<file path="config.mk">
export PLATFORM = sky130hd
export DESIGN_NAME = mmio_uart_tx
export DESIGN_NICKNAME = d
export VERILOG_FILES = /design/src/rtl/uart_pkg.sv /design/src/rtl/sync_fifo.sv /design/src/rtl/mmio_uart_tx.sv
export SDC_FILE = /design/constraint.sdc
export NUM_CORES = 1
export LEC_CHECK = 0
export BUFFER_PORTS_ARGS = -buffer_cell sky130_fd_sc_hd__clkbuf_2
export CORE_MARGIN = 2
export CORE_UTILIZATION = 30
export CTS_CLUSTER_SIZE = 40
export DETAILED_ROUTE_END_ITERATION = 6
export PLACE_DENSITY_LB_ADDON = 0.12
export SLEW_MARGIN = 20
export SYNTH_ARGS = -nofsm -noshare
export SYNTH_HDL_FRONTEND = slang
export SYNTH_HIERARCHICAL = 1
export SYNTH_SLANG_ARGS = --single-unit
export TNS_END_PERCENT = 1
</file>
<file path="constraint.sdc">
create_clock -name clk -period 7.68 [get_ports clk]
set_clock_uncertainty 0.15 [all_clocks]
set_input_delay 1.536 -clock clk [delete_from_list [all_inputs] [get_ports clk]]
set_output_delay 1.536 -clock clk [all_outputs]
set_load 0.005 [all_outputs]
</file>
<file path="src/rtl/uart_pkg.sv">
// Shared constants for the memory-mapped UART transmitter: register offsets,
// status bit positions, frame shape and the transmit FSM state type.
package uart_pkg;

   localparam int unsigned REG_TXDATA = 0;
   localparam int unsigned REG_STATUS = 4;

   localparam int unsigned STAT_BUSY      = 0;
   localparam int unsigned STAT_FULL      = 1;
   localparam int unsigned STAT_EMPTY     = 2;
   localparam int unsigned STAT_OVERFLOW  = 3;
   localparam int unsigned STAT_IRQ_EN    = 4;
   localparam int unsigned STAT_COUNT_LSB = 5;
   localparam int unsigned STAT_COUNT_W   = 4;

   localparam int unsigned BITS_PER_FRAME = 10;
   localparam int unsigned DATA_BITS      = BITS_PER_FRAME - 2;

   typedef enum logic [1:0] {
      IDLE  = 2'd0,
      START = 2'd1,
      DATA  = 2'd2,
      STOP  = 2'd3
   } txState_t;

endpackage

</file>
<file path="src/rtl/sync_fifo.sv">
// Small synchronous FIFO; the head entry is presented combinationally on popData.
module sync_fifo #(
   parameter int unsigned WIDTH = 8,
   parameter int unsigned DEPTH = 4
) (
   input  logic                           clk,
   input  logic                           rst,
   input  logic                           push,
   input  logic                           pop,
   input  logic [WIDTH-1:0]               pushData,
   output logic [WIDTH-1:0]               popData,
   output logic                           full,
   output logic                           empty,
   output logic [$clog2(DEPTH+1)-1:0]     count
);

   localparam int unsigned PTR_W   = $clog2(DEPTH);
   localparam int unsigned COUNT_W = $clog2(DEPTH + 1);

   logic [WIDTH-1:0] mem [DEPTH];
   logic [PTR_W-1:0] wrPtr;
   logic [PTR_W-1:0] rdPtr;
   logic             doPush;
   logic             doPop;

   assign doPush  = push && !full;
   assign doPop   = pop && !empty;
   assign full    = (count == COUNT_W'(DEPTH));
   assign empty   = (count == '0);
   assign popData = mem[rdPtr];

   // Storage needs no reset; only the pointers and count define occupancy.
   always_ff @(posedge clk) begin
      if (doPush) mem[wrPtr] <= pushData;
   end

   always_ff @(posedge clk) begin
      if (!rst) begin
         wrPtr <= '0;
         rdPtr <= '0;
         count <= '0;
      end else begin
         if (doPush) wrPtr <= wrPtr + 1'b1;
         if (doPop)  rdPtr <= rdPtr + 1'b1;
         case ({doPush, doPop})
            2'b10:   count <= count + 1'b1;
            2'b01:   count <= count - 1'b1;
            default: count <= count;
         endcase
      end
   end

endmodule

</file>
<file path="src/rtl/mmio_uart_tx.sv">
// Memory-mapped 8N1 UART transmitter: store decode, control/status registers,
// TX FIFO and the serialising FSM.
module mmio_uart_tx
   import uart_pkg::*;
#(
   parameter logic [31:0] BASE_ADDR    = 32'h0000_0100,
   parameter int unsigned CLKS_PER_BIT = 16,
   parameter int unsigned FIFO_DEPTH   = 4
) (
   input  logic        clk,
   input  logic        rst,
   input  logic        WE,
   input  logic [31:0] address,
   input  logic [31:0] WD,
   output logic        sel,
   output logic [31:0] RD,
   output logic        tx,
   output logic        irq
);

   localparam int unsigned BAUD_W  = $clog2(CLKS_PER_BIT);
   localparam int unsigned COUNT_W = $clog2(FIFO_DEPTH + 1);
   localparam logic [BAUD_W-1:0] BAUD_LAST   = BAUD_W'(CLKS_PER_BIT - 1);
   localparam logic [2:0]        LAST_BIT    = 3'(DATA_BITS - 1);
   localparam logic [2:0]        STATUS_OFF  = 3'(REG_STATUS);

   txState_t          state;
   logic [BAUD_W-1:0] baudCnt;
   logic [2:0]        bitIdx;
   logic [7:0]        shiftReg;
   logic              overflow;
   logic              irqEn;

   logic               isStatus;
   logic               dataWrite;
   logic               ctrlWrite;
   logic               baudDone;
   logic               fifoPush;
   logic               fifoPop;
   logic [7:0]         fifoHead;
   logic               fifoFull;
   logic               fifoEmpty;
   logic [COUNT_W-1:0] fifoCount;
   logic [31:0]        statusWord;
   logic               unusedBits;

   assign sel        = (address[31:3] == BASE_ADDR[31:3]);
   assign isStatus   = (address[2] == STATUS_OFF[2]);
   assign dataWrite  = WE && sel && !isStatus;
   assign ctrlWrite  = WE && sel && isStatus;
   assign baudDone   = (baudCnt == BAUD_LAST);
   assign fifoPush   = dataWrite && !fifoFull;
   // The FSM takes the next byte either from idle or at the last stop-bit cycle.
   assign fifoPop    = !fifoEmpty && ((state == IDLE) || ((state == STOP) && baudDone));
   assign irq        = fifoEmpty && (state == IDLE) && irqEn;
   assign unusedBits = ^{WD[31:8], address[1:0]};

   sync_fifo #(
      .WIDTH (8),
      .DEPTH (FIFO_DEPTH)
   ) u_fifo (
      .clk      (clk),
      .rst      (rst),
      .push     (fifoPush),
      .pop      (fifoPop),
      .pushData (WD[7:0]),
      .popData  (fifoHead),
      .full     (fifoFull),
      .empty    (fifoEmpty),
      .count    (fifoCount)
   );

   always_comb begin
      statusWord                                      = '0;
      statusWord[STAT_BUSY]                           = (state != IDLE);
      statusWord[STAT_FULL]                           = fifoFull;
      statusWord[STAT_EMPTY]                          = fifoEmpty;
      statusWord[STAT_OVERFLOW]                       = overflow;
      statusWord[STAT_IRQ_EN]                         = irqEn;
      statusWord[STAT_COUNT_LSB +: STAT_COUNT_W]      = STAT_COUNT_W'(fifoCount);
   end

   always_comb begin
      RD = '0;
      if (sel && isStatus) RD = statusWord;
   end

   // Control registers and transmit FSM; tx is driven straight from this flop.
   always_ff @(posedge clk) begin
      if (!rst) begin
         state    <= IDLE;
         baudCnt  <= '0;
         bitIdx   <= '0;
         shiftReg <= '0;
         tx       <= 1'b1;
         overflow <= 1'b0;
         irqEn    <= 1'b0;
      end else begin
         if (dataWrite && fifoFull)                   overflow <= 1'b1;
         else if (ctrlWrite && WD[STAT_OVERFLOW])     overflow <= 1'b0;
         if (ctrlWrite) irqEn <= WD[STAT_IRQ_EN];

         case (state)
            IDLE: begin
               baudCnt <= '0;
               if (fifoPop) begin
                  shiftReg <= fifoHead;
                  tx       <= 1'b0;
                  state    <= START;
               end
            end
            START: begin
               if (baudDone) begin
                  baudCnt <= '0;
                  bitIdx  <= '0;
                  tx      <= shiftReg[0];
                  state   <= DATA;
               end else begin
                  baudCnt <= baudCnt + 1'b1;
               end
            end
            DATA: begin
               if (baudDone) begin
                  baudCnt <= '0;
                  if (bitIdx == LAST_BIT) begin
                     tx    <= 1'b1;
                     state <= STOP;
                  end else begin
                     bitIdx   <= bitIdx + 3'd1;
                     tx       <= shiftReg[1];
                     shiftReg <= {1'b0, shiftReg[7:1]};
                  end
               end else begin
                  baudCnt <= baudCnt + 1'b1;
               end
            end
            STOP: begin
               if (baudDone) begin
                  baudCnt <= '0;
                  if (fifoPop) begin
                     shiftReg <= fifoHead;
                     tx       <= 1'b0;
                     state    <= START;
                  end else begin
                     state <= IDLE;
                  end
               end else begin
                  baudCnt <= baudCnt + 1'b1;
               end
            end
            default: state <= IDLE;
         endcase
      end
   end

endmodule
</file>
After elaboration in Yosys (flattened, before gate mapping). Memory sizes are Yosys's and may differ from the RTL's. A register that Yosys moved wholly into a read port is not among the register bits. Index checks and enable logic that the tools add are counted.

Add/subtract/negate cells: 6. Equal/unequal tests: 15. Muxes and demuxes: 32. Reductions and logical operators: 29.

Operators with widths (count): 8-bit two-way mux (5); 29-bit by 6-bit == test with 1-bit output, second input constant (1); 8-bit one-hot mux with 3 select lines (1); 2-bit two-way mux (7); 1-bit logical AND (13); 3-bit one-hot mux with 2 select lines (2); 1-bit two-way mux (10); 2-bit inequality test, second input constant (5); 3-bit two-way mux (3); 2-bit one-hot mux with 4 select lines (1); 4-bit one-hot mux with 2 select lines (1); 4-bit AND reduction (2); 2-bit nonzero test (4); 3-bit by 1-bit adder with 3-bit output, second input constant (2); 2-bit == test, second input constant (3); 3-bit == test, second input constant (2); 5-bit AND reduction (1); 2-bit by 1-bit adder with 2-bit output, second input constant (2); 4-bit by 1-bit adder with 4-bit output, second input constant (1); 2-bit by 1-bit == test with 1-bit output, second input constant (2); 4-bit == test, second input constant (1); 4-bit two-way mux (1); 1-bit one-hot mux with 4 select lines (1); 1-bit zero test (3); other kinds (8) (8).

Register bits: 27. Memory bits (writable): 32. Input port bits: 67. Output and inout port bits: 35. Logic and storage cells: 93. Memories kept: 1.

Memory list: u_fifo.mem (words 4, bits a word 8, rd ports 1, clocked after memory_dff 1, write ports 1, RTL line sync_fifo.sv:20) `logic [WIDTH-1:0] mem [DEPTH];`.

Depth between registers and ports, before layout.
Depth in word-level cells: 7. Mapped depth: 13. Gate-level depth less buffers: 12.

By module. Netlist, hierarchy kept.

Modules (own cells, without submodules): sync_fifo (times used 1, cells each 96, area an instance 1644.1 sq um, sequential area each 1141.1 sq um); mmio_uart_tx (times used 1, cells each 181, area an instance 1501.4 sq um, sequential area each 400.4 sq um).

Least setup slack after synthesis. Ideal clock, no wire load.

Kind: in2out. Start point: input address[6]. End point: output RD[0]. Arrival time: 2.568 ns. Required time: 5.994 ns. Slack: 3.426 ns. Stages: 4. Buffers on the path: 0. Path through: nor4b_1 -> nand4_1 -> nor4_2 -> and2_1.

Longest elaborated chain between the ends: 3.

Ends and longest elaborated chain: from (decl) (RTL line mmio_uart_tx.sv:13) `input logic [31:0] address,`; 29-bit by 6-bit == test with 1-bit output (RTL line mmio_uart_tx.sv:47) `assign sel = (address[31:3] == BASE_ADDR[31:3]);`; 1-bit logical AND (RTL line mmio_uart_tx.sv:85) `if (sel && isStatus) RD = statusWord;`; 8-bit two-way mux (RTL line mmio_uart_tx.sv:85); to (decl) (RTL line mmio_uart_tx.sv:16) `output logic [31:0] RD,`.

Every way passes these cells.

Worst setup path in the final report.
Start point: input address[6]. End point: output RD[2].

Same word-level chain as after synthesis.

==> metrics.csv <==
metric;value;unit
synth_edf_count;32;
synth.top_cell.area_share;0.305;
place_hpwl;4.39;mm
cp_data_arrival_time;3.01;ns
cp_common_cell;clkbuf_2;
dp_cells;454;
holdPathEnd;shiftReg[5];
clock-sinks;61;
syn_area;0.00315;mm2
ff2ff_path_depth;10;
r2r_setup_slack;4.84;ns
design_area;0.00366;mm2
crit_slowest_cell;nor4_2;
nFillCells;1055;
num_vias;2093;
path_clk_slew;0.07;ns
area.growth.synth_to_final;16.3;%
diodes;0;
postCtsHoldBufs;0;
period_share;0.611;
required;5.99;ns
ant_nets;0;
die_area;0.0113;mm2
post-cts-setup-buffers;0;
hold_path_depth;2;
critPathMaxStageDelay;0.47;ns
gpl.final_weighted_congestion;0.748;
crit_path_end_kind;output pin;
grt_overflow_total;0;
setup_viol;0;
fp.dieH;106;um
chipWidth;106;um
fin_cells;470;
layout_common_cells;51 x clkbuf_2, 32 x edfxtp_1, 29 x dfxtp_1;
row_count;37;
setup_tns;0;ns
power.leakage;1.36;nW
route.detailed.drc;0;
hold_class;reg2reg;
routed_via_density;4.45;
synth_async_sr_flop_share;0;
hold_viol;0;
cts_inserted_buffers;9;
cts_tree;done;
critPathKind;in2out;
ys_warn_count;6;
hp-start;shiftReg[5];
ys_seq_elements;61;
ys.flop_type;edfxtp_1;
wl;6.01;mm
synth_area_leaders;edfxtp_1 31%, dfxtp_1 18%, buf_4 5.7%;
slew_headroom;0.488;
worst_setup_path_start_kind;primary input;
clk_path_buf_depth;2;
antenna_found_initial;0;
dpl-instance-area;0.00343;mm2
grt_max_degree;32;
yosysSeqAreaShare;0.490;
drive_above_1_share;0.257;
slew_viol_final;0;
yosysUniqueCellTypes;53;
cap_violations;0;
clk_latency;0.34;ns
fin_crit;4.69;ns
initial_core_util;0.307;
grt_pass1_wl;9.96;mm
status;finished, final reports clean;
track_usage;0.113;
powerDensity;198;mW/mm2
r2r_end;u_fifo/count[2];
synth_area_leader_cell;edfxtp_1;
layout_commonest_cell;clkbuf_2;
htree_levels;3;
r2r-start;baudCnt[0];
synth_area_per_cell;11.4;um2
path_delay_family;simple AND/OR/NAND/NOR gates;
crit_path_cell_trace;clkbuf_2 > nor4b_1 > nand4_1 > nor4_2 > and2_1 > clkbuf_2;
dr.pass1.iters;4;
grt_pass1_vias;2029;
avgRoutedWirePerCell;12.8;um
ctsRootBufferMaster;clkbuf_8;
syn_inst;277;
cts_resized;0;
fmax;0.213;GHz
ir_worst_vdd;0.0921;mV
io_pins;102;
cp_max_fo;8;
tightestPinTransition;0.769;ns
finalNetCount;411;
design.core.area;0.0102;mm2
rsz0062_at_grt;no;
dr.first_iter.drc_count;78;
crit_buf_inv;2;
place.port_buffers;51;
final cells by class:
cell class / count / area (um2) / share of cell area
clock buffers: 9 / 124 / 0.0338
clock inverters: 7 / 104 / 0.0284
inverters: 13 / 48.8 / 0.0133
multi-input cells: 193 / 1420 / 0.387
flip-flops and latches: 61 / 1540 / 0.421
well taps: 136 / 170 / 0.0465
repair buffers: 51 / 255 / 0.0697
cells by family after synthesis:
logic type               share of synthesized area
AO/OA/AOI/OAI                               0.0843
XOR/XNOR                                    0.0111
adder cells (fa/ha/maj)                     0.0621
buffers and inverters                       0.0871
flip-flops                                   0.490
multiplexers                                0.0955
other                                      0.00119
AND/OR/NAND/NOR                              0.169
report_power, final:
| group | switching [mW] | internal, mW | total, mW |
|---|---|---|---|
| clock | 0.139 | 0.187 | 0.326 |
| combinational | 0.0307 | 0.0206 | 0.0513 |
| sequential | 0.00235 | 0.344 | 0.347 |
| total | 0.172 | 0.552 | 0.724 |
worst max path at each step:
stage	startpoint	slack, ns	cells after the start	endpoint
5_1_grt	address[6]	2.67	6	RD[7]
4_1_cts	address[14]	2.97	6	RD[2]
6_report	address[6]	2.99	6	RD[2]
2_1_floorplan	address[6]	3.43	4	RD[0]
3_5_place_dp	address[14]	2.97	6	RD[2]
3_3_place_gp	address[14]	2.94	6	RD[4]
worst reg2reg max path: stages (launching register included):
cell and delay [ns]:
dfxtp_1 0.36, ha_1 0.30, nand4_2 0.17, a21oi_1 0.31, nor2b_1 0.25, ha_1 0.22
inv_1 0.06, fa_1 0.37, xor2_1 0.15, or3_1 0.31, a21boi_1 0.14
per-layer routing:
layer | share of wire | global-route usage | vias up
met4 | 0.013 | 0.0423 | 0
met5 | 0 | 0 | -
met1 | 0.47 | 0.140 | 994
met3 | 0.032 | 0.0313 | 7
met2 | 0.49 | 0.188 | 38
li1 | - | - | 1054
Yosys cell counts, types with 4 or more instances:
cell type,instances
edfxtp_1,32
dfxtp_1,29
nand2_1,27
buf_4,24
and2_1,15
ha_1,14
inv_1,12
mux2i_1,12
nand2b_1,10
o21ai_0,10
mux4_2,8
nor2_1,7
nor4_1,7
o211ai_1,7
a21oi_1,4
clkbuf_1,4
flip-flops by register name, indices dropped and copies added, names as in the netlist, named ones only:
register and count:
overflow 1, irqEn 1, u_fifo/wrPtr 2, shiftReg 8, state 2, tx 1, bitIdx 3, u_fifo/count 3
u_fifo/mem 32, u_fifo/rdPtr 2, baudCnt 4
stage by stage:
stage	util	total power [mW]	hold slack (ns)	setup slack, ns
floorplan	-	0.395	0.268	3.43
global placement	0.335	0.406	0.288	2.94
detailed placement	0.335	0.406	0.292	2.97
CTS	0.358	0.736	0.309	2.97
global route	0.358	0.755	0.329	2.67
finish	0.358	0.724	0.303	2.99
Note: power is estimated with default switching activity, not from simulation.
